`src/rtl/fetch_prefetch_unit.sv`:
```
// ---------------------------------------------------------------------------
// fetch_prefetch_unit
//
// Purpose:
//   Instruction prefetch front end. It issues sequential word fetches to the
//   instruction memory (one request outstanding at a time) and buffers the
//   returned words, together with their fetch address + 4, in a small
//   circular queue. The decode stage pops from the queue head. A redirect
//   flushes the queue and restarts fetching at a new address. If a request
//   is still outstanding when the redirect arrives, that response is
//   dropped when it comes back.
//
// Parameters:
//   DEPTH     - queue depth in entries (power of two, 2..16)
//   RESET_PC  - first fetch address after reset
//
// Ports:
//   clk          in   clock, all state changes on the rising edge
//   reset        in   synchronous active-high reset
//   imem_req     out  registered memory request
//   imem_addr    out  registered word-aligned fetch address
//   imem_ack     in   memory accepts request; imem_rdata valid same cycle
//   imem_rdata   in   instruction word returned by memory
//   redirect     in   branch/jump taken: flush and restart fetch
//   redirect_pc  in   new fetch address (bits [1:0] ignored)
//   stall        in   downstream cannot accept an instruction this cycle
//   instr_valid  out  queue head holds a valid instruction
//   instr_out    out  queue head instruction (0 when not valid)
//   pc4_out      out  queue head fetch address + 4 (0 when not valid)
// ---------------------------------------------------------------------------
module fetch_prefetch_unit #(
    parameter int unsigned DEPTH    = 4,
    parameter logic [31:0] RESET_PC = 32'h0000_0000
) (
    input  logic        clk,
    input  logic        reset,
    output logic        imem_req,
    output logic [31:0] imem_addr,
    input  logic        imem_ack,
    input  logic [31:0] imem_rdata,
    input  logic        redirect,
    input  logic [31:0] redirect_pc,
    input  logic        stall,
    output logic        instr_valid,
    output logic [31:0] instr_out,
    output logic [31:0] pc4_out
);

    localparam int unsigned PTR_W = $clog2(DEPTH);
    localparam int unsigned CNT_W = PTR_W + 1;
    localparam logic [CNT_W-1:0] FULL_CNT = CNT_W'(DEPTH);

    // Request-side state
    logic             req_q,     req_d;
    logic [31:0]      addr_q,    addr_d;
    // Address of the next word to request. While a discarded response is
    // pending this holds the redirect target rather than addr_q + 4.
    logic [31:0]      fetchPc_q, fetchPc_d;
    // Set while the outstanding request belongs to a flushed stream.
    logic             discard_q, discard_d;

    // Queue state
    logic [CNT_W-1:0] count_q,   count_d;
    logic [PTR_W-1:0] rdPtr_q,   rdPtr_d;
    logic [PTR_W-1:0] wrPtr_q,   wrPtr_d;
    logic [31:0]      instrMem_q [DEPTH];
    logic [31:0]      pc4Mem_q   [DEPTH];

    logic             transfer;
    logic             pushEn;
    logic             popEn;
    logic [31:0]      redirectTarget;
    logic [31:0]      nextPc;
    logic             unusedPcBits;

    assign transfer       = req_q & imem_ack;
    // A word is kept only if its stream was not flushed, either earlier
    // (discard_q) or in this very cycle (redirect).
    assign pushEn         = transfer & ~discard_q & ~redirect;
    // Redirect wins over stall and flushes the head instead of popping it.
    assign popEn          = (count_q != '0) & ~stall & ~redirect;
    assign redirectTarget = {redirect_pc[31:2], 2'b00};
    assign unusedPcBits   = ^redirect_pc[1:0];

    // Queue pointer and occupancy bookkeeping. A redirect empties the queue
    // outright; otherwise push and pop each move their own pointer and only
    // an unbalanced push or pop changes the count.
    always_comb begin
        count_d = count_q;
        rdPtr_d = rdPtr_q;
        wrPtr_d = wrPtr_q;
        if (redirect) begin
            count_d = '0;
            rdPtr_d = '0;
            wrPtr_d = '0;
        end else begin
            if (pushEn) begin
                wrPtr_d = wrPtr_q + PTR_W'(1);
            end
            if (popEn) begin
                rdPtr_d = rdPtr_q + PTR_W'(1);
            end
            case ({pushEn, popEn})
                2'b10:   count_d = count_q + CNT_W'(1);
                2'b01:   count_d = count_q - CNT_W'(1);
                default: count_d = count_q;
            endcase
        end
    end

    // Request sequencing. A request, once raised, holds its address until it
    // is acked. After an ack the next request follows immediately unless the
    // queue will be full or a redirect is flushing the stream. An idle
    // requester restarts as soon as the post-edge count leaves room, which
    // is what lets a pop from a full queue restart fetching in one cycle.
    always_comb begin
        req_d     = req_q;
        addr_d    = addr_q;
        fetchPc_d = fetchPc_q;
        discard_d = discard_q;
        nextPc    = fetchPc_q;
        if (redirect) begin
            fetchPc_d = redirectTarget;
            if (req_q && !imem_ack) begin
                // Request stays on the bus at its old address; its data
                // is dropped when it finally arrives.
                discard_d = 1'b1;
            end else if (transfer) begin
                // The word arriving now is dropped; restart next cycle.
                req_d     = 1'b0;
                discard_d = 1'b0;
            end else begin
                req_d     = 1'b1;
                addr_d    = redirectTarget;
                discard_d = 1'b0;
            end
        end else if (transfer) begin
            // A discarded response resumes at the stored redirect target;
            // a kept response simply continues sequentially (32-bit wrap).
            nextPc    = discard_q ? fetchPc_q : (addr_q + 32'd4);
            fetchPc_d = nextPc;
            discard_d = 1'b0;
            if (count_d < FULL_CNT) begin
                req_d  = 1'b1;
                addr_d = nextPc;
            end else begin
                req_d  = 1'b0;
            end
        end else if (!req_q) begin
            if (count_d < FULL_CNT) begin
                req_d  = 1'b1;
                addr_d = fetchPc_q;
            end
        end
    end

    // Control state registers; reset overrides redirect, stall and any
    // response acked in the reset cycle.
    always_ff @(posedge clk) begin
        if (reset) begin
            req_q     <= 1'b0;
            addr_q    <= RESET_PC;
            fetchPc_q <= RESET_PC;
            discard_q <= 1'b0;
            count_q   <= '0;
            rdPtr_q   <= '0;
            wrPtr_q   <= '0;
        end else begin
            req_q     <= req_d;
            addr_q    <= addr_d;
            fetchPc_q <= fetchPc_d;
            discard_q <= discard_d;
            count_q   <= count_d;
            rdPtr_q   <= rdPtr_d;
            wrPtr_q   <= wrPtr_d;
        end
    end

    // Queue storage. Entries need no reset because the outputs are gated
    // by the occupancy count.
    always_ff @(posedge clk) begin
        if (!reset && pushEn) begin
            instrMem_q[wrPtr_q] <= imem_rdata;
            pc4Mem_q[wrPtr_q]   <= addr_q + 32'd4;
        end
    end

    assign imem_req    = req_q;
    assign imem_addr   = addr_q;
    assign instr_valid = (count_q != '0);
    assign instr_out   = instr_valid ? instrMem_q[rdPtr_q] : 32'h0;
    assign pc4_out     = instr_valid ? pc4Mem_q[rdPtr_q]   : 32'h0;

endmodule

```
`config.mk`:
```
export PLATFORM = sky130hd
export DESIGN_NAME = fetch_prefetch_unit
export DESIGN_NICKNAME = d
export VERILOG_FILES = /design/src/rtl/fetch_prefetch_unit.sv
export SDC_FILE = /design/constraint.sdc
export NUM_CORES = 1
export LEC_CHECK = 0
export BUFFER_PORTS_ARGS = -buffer_cell sky130_fd_sc_hd__buf_2
export CORE_UTILIZATION = 58
export CTS_CLUSTER_SIZE = 10
export DETAILED_ROUTE_END_ITERATION = 16
export PLACE_DENSITY_LB_ADDON = 0.08
export SLEW_MARGIN = 20
export SYNTH_ARGS = -nofsm -noshare
export SYNTH_HDL_FRONTEND = slang
export SYNTH_SLANG_ARGS = --single-unit
```
`constraint.sdc`:
```
create_clock -name clk -period 3.82 [get_ports clk]
set_input_delay 0.191 -clock clk [delete_from_list [all_inputs] [get_ports clk]]
set_output_delay 0.191 -clock clk [all_outputs]
set_load 0.005 [all_outputs]
```
==> summary by stage, run 1 <==
Placement
The final HPWL from detailed placement is 17600 um. The final weighted congestion in routability-driven placement is 0.818. The placed instances occupy a cell area of 0.0148 mm^2. The count of input and output buffers is 164. The placed cell count is 1336.

Worst setup path
The worst setup path is of the reg -> reg kind. Data on the critical path arrives at its endpoint at 3510 ps. The critical path contains buffers and inverters numbering 2 combined. The setup slack of the worst register-to-register path is 710 ps.

The maximum fanout along the worst path is 19. The launch instance of the worst register-to-register path is imem_req$_SDFFE_PP0N_. The kind of cell with the highest combined delay on the critical path is compound AO/OA/AOI/OAI gates. The peak per-stage delay on the critical path is 460 ps. Traced cell by cell, the critical path runs through nor4bb_2 -> inv_1 -> ha_1 -> fa_1 -> xnor2_1 -> o21ai_0 -> a21o_1 -> buf_4 -> o211ai_1 -> a32o_1. The data required time at the worst endpoint is 4220 ps. The worst setup path is captured at a register. The logic depth of the worst register-to-register path is 10.

The worst setup path is launched from a register. The end of the worst register-to-register path is imem_addr[31]$_SDFFE_PP0P_. On the critical path, the stage with the largest delay is an instance of dfxtp_1.

Logic synthesis
The count of flip-flops with a built-in enable after synthesis is 256. The average instance in the mapped netlist occupies 15.1 um^2. The proportion of synthesized chip area in sequential cells is 67.8%.

Among all flip-flop cells after synthesis, the most frequent one is edfxtp_1. The number of nets handed over by synthesis was 972. In this run, distinct cell masters in the synthesized netlist total 58. Counting flops and latches in the post-synthesis netlist gives 331.

The total standard cell area after synthesis is 0.0136 mm^2. During synthesis, Yosys emitted a total of 0 warnings. In the synthesized netlist the async set-or-reset flop fraction comes to 0%. Counting every instance in the synthesized netlist gives 896.

Global routing
The initial antenna violation count is 0. The maximum number of pins on one net before global-route repair is 66. The total routing usage reported by global routing is 24.8%. The via count of the first global-routing pass is 8414. The first global-routing pass estimated 45700 um of wire. The global-route congestion overflow total is 0.

Cells and area
The sequential cell area is 0.00919 mm^2. The count of placed standard cells in the final layout, fillers left out is 1458. The layout has 1530 filler cells. Summing all non-filler instances in the final layout gives an area of 0.0164 mm^2. From synthesis to final layout, the design area changed by 21.2%.

The final layout contains 1191 nets. The area of combinational cells with multiple inputs is 0.00411 mm^2. The number of antenna diodes in the final layout is 0. The final core utilization is 72.1%. Cells with a size suffix above 1 make up 27.0% of the layout.

Run status
The run finished with clean final reports.

Pwr
Power comes to 0.00778 W. Dividing total power by cell area gives a power density of 473 mW/mm^2. In this run the static leakage power is 5.94 nW. VDD sags by at most 0.000421 V.

Clock tree
Counting along the longest clock path gives a buffer depth of 3. The total setup buffers inserted after CTS is 0. The later pin in the worst-skew pair is clocked with a latency of 500 ps. TritonCTS built the clock tree. The number of clock buffers added by TritonCTS is 39. The clock-pin slew of the registers on the worst-case setup and hold paths is 60 ps.

The maximum level of the CTS H-tree is 2. The tree is rooted in a clkbuf_16. The number of hold buffers added after CTS was 51. The total number of clock tree sinks is 331. The number of gates given a new drive strength after cts is 0.

Routing
The first routing iteration left 721 violations. After detailed routing, the total wire length is 28800 um. Dividing the detail-routed via count by the number of cells gives 5.79. The post-detailed-route wirelength per cell is 19.8 um. Across all layers, the routed design uses 8445 vias. The number of design rule violations left after detail routing is 0. The first TritonRoute pass finished after 5 iterations. The number of nets still failing antenna checks after routing is 0.

Timing
The number of failing hold endpoints at the final stage is 0. The max-slew violation count was 0. The setup violation total in the final timing report is 0. Setup repair after global routing left no endpoint under its margin. The final worst clock skew is 10.9 ps. Timing would allow up to 0.321 GHz. The fraction of the cycle the final worst path needs is 81.5%. The remaining max-slew budget at the tightest pin is 33.1%.

The final-layout setup total negative slack is 0 ps. The minimum clock period after layout is 3110 ps. The actual slew at the worst max-slew pin is 1000 ps.

Floorplan
The initial standard-cell utilization of the core is 59.5%. The row count is 55. The horizontal die dimension is 155 um.

The floorplan die height is 155 um. The core region is 0.0228 mm^2. 167 I/O pins were placed. The die area is 0.0240 mm^2.

Run
The number of maximum-capacitance violations is 0.

Worst hold path
The min-delay analysis places its worst path in the category in -> reg. The path with the worst hold slack has its endpoint at fetchPc_q[6]$_SDFFE_PP0P_. Counting instances, the worst hold path has a depth of 4. In this run the most critical hold path is launched from redirect_pc[6].
## worst max-delay path by stage
stage	start	endpoint	slack [ps]	depth (start not counted)
finish	imem_req$_SDFFE_PP0N_	imem_addr[31]$_SDFFE_PP0P_	710	10
global route	imem_req$_SDFFE_PP0N_	imem_addr[31]$_SDFFE_PP0P_	420	10
CTS	imem_req$_SDFFE_PP0N_	imem_addr[31]$_SDFFE_PP0P_	740	10
detailed placement	imem_req$_SDFFE_PP0N_	imem_addr[31]$_SDFFE_PP0P_	760	10
global placement	imem_req$_SDFFE_PP0N_	imem_addr[31]$_SDFFE_PP0P_	800	10
floorplan	imem_req$_SDFFE_PP0N_	imem_addr[10]$_SDFFE_PP0P_	330	13
## stage by stage
stage,hold WS [ps],worst slack (ps)
floorplan,275,332
global placement,409,801
detailed placement,408,757
CTS,1.36,735
global route,15.1,419
finish,17.1,708
## cells by family after synthesis
logic type / count (synthesis) / synth area share [%]
AO/OA/AOI/OAI: 158 / 7.76
AND/OR/NAND/NOR: 248 / 9.96
buffers and inverters: 70 / 1.98
XOR/XNOR: 16 / 1.03
flip-flops: 331 / 67.8
multiplexers: 66 / 10.8
adder cells (fa/ha/maj): 7 / 0.701
## layer usage
layer / wire (um) / vias to the layer above / track usage, %
met4: 312 / 0 / 5.89
met3: 1810 / 29 / 3.73
met1: 12800 / 4174 / 35.9
met5: 0 / - / 0
li1: - / 3937 / -
met2: 13900 / 305 / 40.2
## state kept, by name, indices dropped and copies added (netlist names), named ones only
| register | flops |
|---|---|
| count_q | 3 |
| instrMem_q | 128 |
| discard_q | 1 |
| imem_req | 1 |
| imem_addr | 32 |
| fetchPc_q | 32 |
| rdPtr_q | 2 |
| pc4Mem_q | 128 |
| wrPtr_q | 2 |
## cell usage in the layout, fill, tap and decap left out, types with 10 or more instances in the layout
master,synthesis,routed
nor3_1,10,10
clkbuf_1,48,29
and2_1,65,65
edfxtp_1,256,256
o21ai_1,13,13
buf_2,4,164
and3_1,23,19
nand2_1,50,50
buf_4,0,19
a311oi_1,14,14
nand3_1,10,10
nor2_1,39,38
dlygate4sd3_1,0,51
a21oi_1,61,61
clkbuf_16,0,41
o31a_1,10,10
mux4_2,64,64
dfxtp_1,75,73
## cell usage after synthesis (all sizes together) (5+ instances only)
library cell | number | area [um^2]
a211oi | 9 | 67.6
a21oi | 61 | 305
a311oi | 16 | 153
and2 | 65 | 407
and3 | 23 | 144
and4 | 6 | 52.6
buf | 12 | 50.1
clkbuf | 48 | 180
dfxtp | 75 | 1500
edfxtp | 256 | 7690
ha | 6 | 75.1
inv | 10 | 37.5
mux4 | 64 | 1440
nand2 | 50 | 188
nand3 | 10 | 50.1
nand4 | 9 | 62.6
nor2 | 39 | 146
nor3 | 10 | 50.1
nor4 | 9 | 68.8
o211ai | 6 | 45.0
o21ai | 21 | 105
o22a | 5 | 43.8
o31a | 10 | 87.6
o31ai | 5 | 37.5
or2 | 10 | 62.6
or3 | 6 | 37.5
xnor2 | 9 | 78.8
xor2 | 7 | 61.3
## cell type report
| class | instances | share of cell area, % |
|---|---|---|
| Clock buffer | 70 | 6.91 |
| Clock inverter | 1 | 0.0533 |
| Inverter | 10 | 0.228 |
| Multi-Input combinational cell | 495 | 25.0 |
| Sequential cell | 331 | 55.9 |
| Tap cell | 313 | 2.38 |
| Timing Repair Buffer | 238 | 9.46 |
## worst reg2reg max path, cell delays in order, from the launching register on
cell and delay [ps]:
dfxtp_1 460, nor4bb_2 320, inv_1 120, ha_1 250, fa_1 380, xnor2_1 140, o21ai_0 220, a21o_1 400
buf_4 330, o211ai_1 130, a32o_1 270
## report_power, final
part / switching (W) / internal [W] / leakage (nW)
registers: 0.0000692 / 0.00396 / 2.93
logic: 0.000239 / 0.000195 / 2.47
clock network: 0.00132 / 0.00200 / 0.544
total: 0.00163 / 0.00615 / 5.94
(Power assumes the default switching activity.)
==> inputs of run 2 (changes only) <==
- clock period: 3.82 -> 3.1 ns (I/O delays scaled with it)
==> summary by stage, run 2 (synthesis gave the netlist of run 1 again) <==
Run status
The run finished with clean final reports.

Placement
The final HPWL from detailed placement is 18500 um. The worst-case setup slack after placement is 67.6 ps. The count of input and output buffers is 164.

The placed standard-cell area is 0.0150 mm^2. The final weighted congestion in routability-driven placement is 0.854. Including well taps, the total number of placed cells is 1348.

Clock tree
The clock reaches the later pin of the worst-skew pair after 510 ps. The clock tree from TritonCTS is done. Buffers added to address setup during post-CTS repair amount to 0.

The H-tree generated during clock tree synthesis spans 2 levels. The clock-pin slew of the registers on the worst-case setup and hold paths is 60 ps. Clock tree synthesis selected as its root buffer the cell clkbuf_16. The maximum root-to-sink buffer count is 3. The clock net in this run drives a total of 331 sinks.

Buffers inserted during clock tree synthesis total 39.

Global routing
The via count of the first global-routing pass is 8588. The first-pass GRT wire length is 47300 um. The total routing usage reported by global routing is 25.7%.

Global routing finished with a remaining overflow of 0. The maximum number of pins on one net before global-route repair is 65. The initial antenna violation count is 0.

Floorplan
After floorplanning, the core was divided into 55 placement rows. The initial standard-cell utilization of the core is 59.5%. The floorplan step set the die width to 155 um.

Pin placement for this block handled 167 I/O pins. The floorplan step defined a core boundary enclosing 0.0228 mm^2. From bottom edge to top edge, the die measures 155 um.

The die area is 0.0240 mm^2.

Routing
After detailed routing, the average wire length per cell comes to 20.3 um. For this block, the routed nets add up to 30000 um of wire. Summing over every cut layer, the via total after detailed routing is 8626.

The post-detailed-route via-to-cell ratio is 5.84. The first detailed-routing pass ran for 5 iterations. After the first detailed-routing iteration, the DRC count stood at 636. The number of nets still failing antenna checks after routing is 0.

For this run, design rule violations remaining after detail routing come to 0.

Worst setup path
The worst setup path is of the reg -> reg kind. The startpoint kind of the worst setup timing path is a register. The setup slack of the worst register-to-register path is 200 ps. The maximum fanout along the worst path is 16. The critical path goes through nor4bb_2 -> inv_1 -> ha_1 -> fa_1 -> xnor2_1 -> o21ai_1 -> a21o_2 -> buf_4 -> o211ai_1 -> a32o_1. The slowest stage of the critical path belongs to the cell fa_1. Data on the critical path is required at its endpoint by 3500 ps. The peak per-stage delay on the critical path is 380 ps. The worst setup path is captured at a register.

The kind of cell with the highest combined delay on the critical path is compound AO/OA/AOI/OAI gates. The arrival time reported for the critical path endpoint is 3300 ps. Counting both buffers and inverters, the worst setup path holds a total of 2.

Cells and area
The area of combinational cells with multiple inputs is 0.00414 mm^2. The area added between synthesis and finish is 23.1%. The share of layout cells above drive strength 1 is 27.9%.

The most common library cell in the layout ignoring fill and taps is edfxtp_1. The final core utilization is 73.2%. The number of antenna diodes in the final layout is 0.

The net count reported at finish is 1210. The count of cells in the finished layout, fillers not included, comes to 1477. Counting the fill cells in the layout gives 1485.

The largest registers in the layout are instrMem_q: 128 flops, pc4Mem_q: 128 flops. Summing all non-filler instances in the final layout gives an area of 0.0167 mm^2. The library cells used most frequently in the layout, excluding fill and tap cells, are 256 x edfxtp_1, 164 x buf_2, 73 x dfxtp_1. The sequential cell area is 0.00919 mm^2.

Pwr
Across the VDD grid, the largest voltage drop is 0.000405 V. The static leakage power is 6.04 nW. The power per standard cell area is 578 mW/mm^2.

Run
Max-cap violations in this run came to 0.

Timing
Setup violations remaining at the end of the flow were counted as 0. The final-layout setup total negative slack is 0 ps. The final worst clock skew is 13.8 ps. The actual slew at the worst max-slew pin is 698 ps. The minimum clock period after layout is 2900 ps. The fraction of the cycle the final worst path needs is 93.5%.

Across all setup checks in the final design, the least slack found is 202 ps. The number of failing hold endpoints at the final stage is 0. Timing would allow up to 0.345 GHz.

The max-slew violation count is 0. Headroom to the max-slew limit came out at 53.4%. Setup repair after global routing left no endpoint under its margin.

Worst hold path
The worst hold path belongs to the class in -> reg.
-- run 2: cell types whose count changed in the layout (fill, tap and decap cells not counted), sizes merged --
cell / change
buf: +12
dlygate4sd3: +7
-- run 2: layout make-up --
type	count	area share [%]
clock inverters	1	0.0525
repair buffers	257	10.7
inverters	10	0.225
flip-flops and latches	331	55.1
multi-input cells	495	24.8
well taps	313	2.35
clock buffers	70	6.80
-- run 2: per-layer routing --
metal | track usage [%] | vias to the layer above | part of all wire (%)
met5 | 0 | - | 0
met4 | 6.27 | 0 | 1.7
met3 | 4.23 | 45 | 6.0
met2 | 42.4 | 307 | 49
met1 | 36.2 | 4293 | 44
li1 | - | 3981 | -
-- run 2: worst reg2reg max path, delay by kind of cell (launching register included) --
family | cells | cell delay, ps
XOR/XNOR | 1 | 150
AND/OR/NAND/NOR | 1 | 320
adder cells (fa/ha/maj) | 2 | 630
AO/OA/AOI/OAI | 4 | 980
flip-flops | 1 | 330
buffers and inverters | 2 | 380
-- run 2: worst paths after layout --
| kind | start | to | cells past startpoint |
|---|---|---|---|
| setup / recovery | discard_q$_SDFFE_PP0P_ | imem_addr[31]$_SDFFE_PP0P_ | 10 |
| hold / removal | redirect_pc[4] | fetchPc_q[4]$_SDFFE_PP0P_ | 4 |
| setup reg to reg | discard_q$_SDFFE_PP0P_ | imem_addr[31]$_SDFFE_PP0P_ | 10 |
| hold reg to reg | fetchPc_q[1]$_SDFFE_PP0N_ | fetchPc_q[1]$_SDFFE_PP0N_ | 2 |
-- run 2: power by group --
part           internal (W)  total [W]  leakage (nW)  switching, W
Combinational      0.000258   0.000571          2.57      0.000312
Sequential          0.00488    0.00496          2.93     0.0000781
Clock               0.00246    0.00411         0.544       0.00165
Total               0.00760    0.00964          6.04       0.00204
-- run 2: what timing repair did --
item                       4_1_cts  5_1_grt
setup endpoints to repair        0       13
gates resized for setup          0        2
hold endpoints to repair       158        0
hold buffers                    58        0
-- run 2: stage by stage --
step / hold slack (ps) / total power [W]
after floorplan: 239 / 0.00531
after global placement: 371 / 0.00554
after detailed placement: 373 / 0.00555
after CTS: 10.6 / 0.00970
after global routing: 43.7 / 0.00995
final: 20.2 / 0.00964
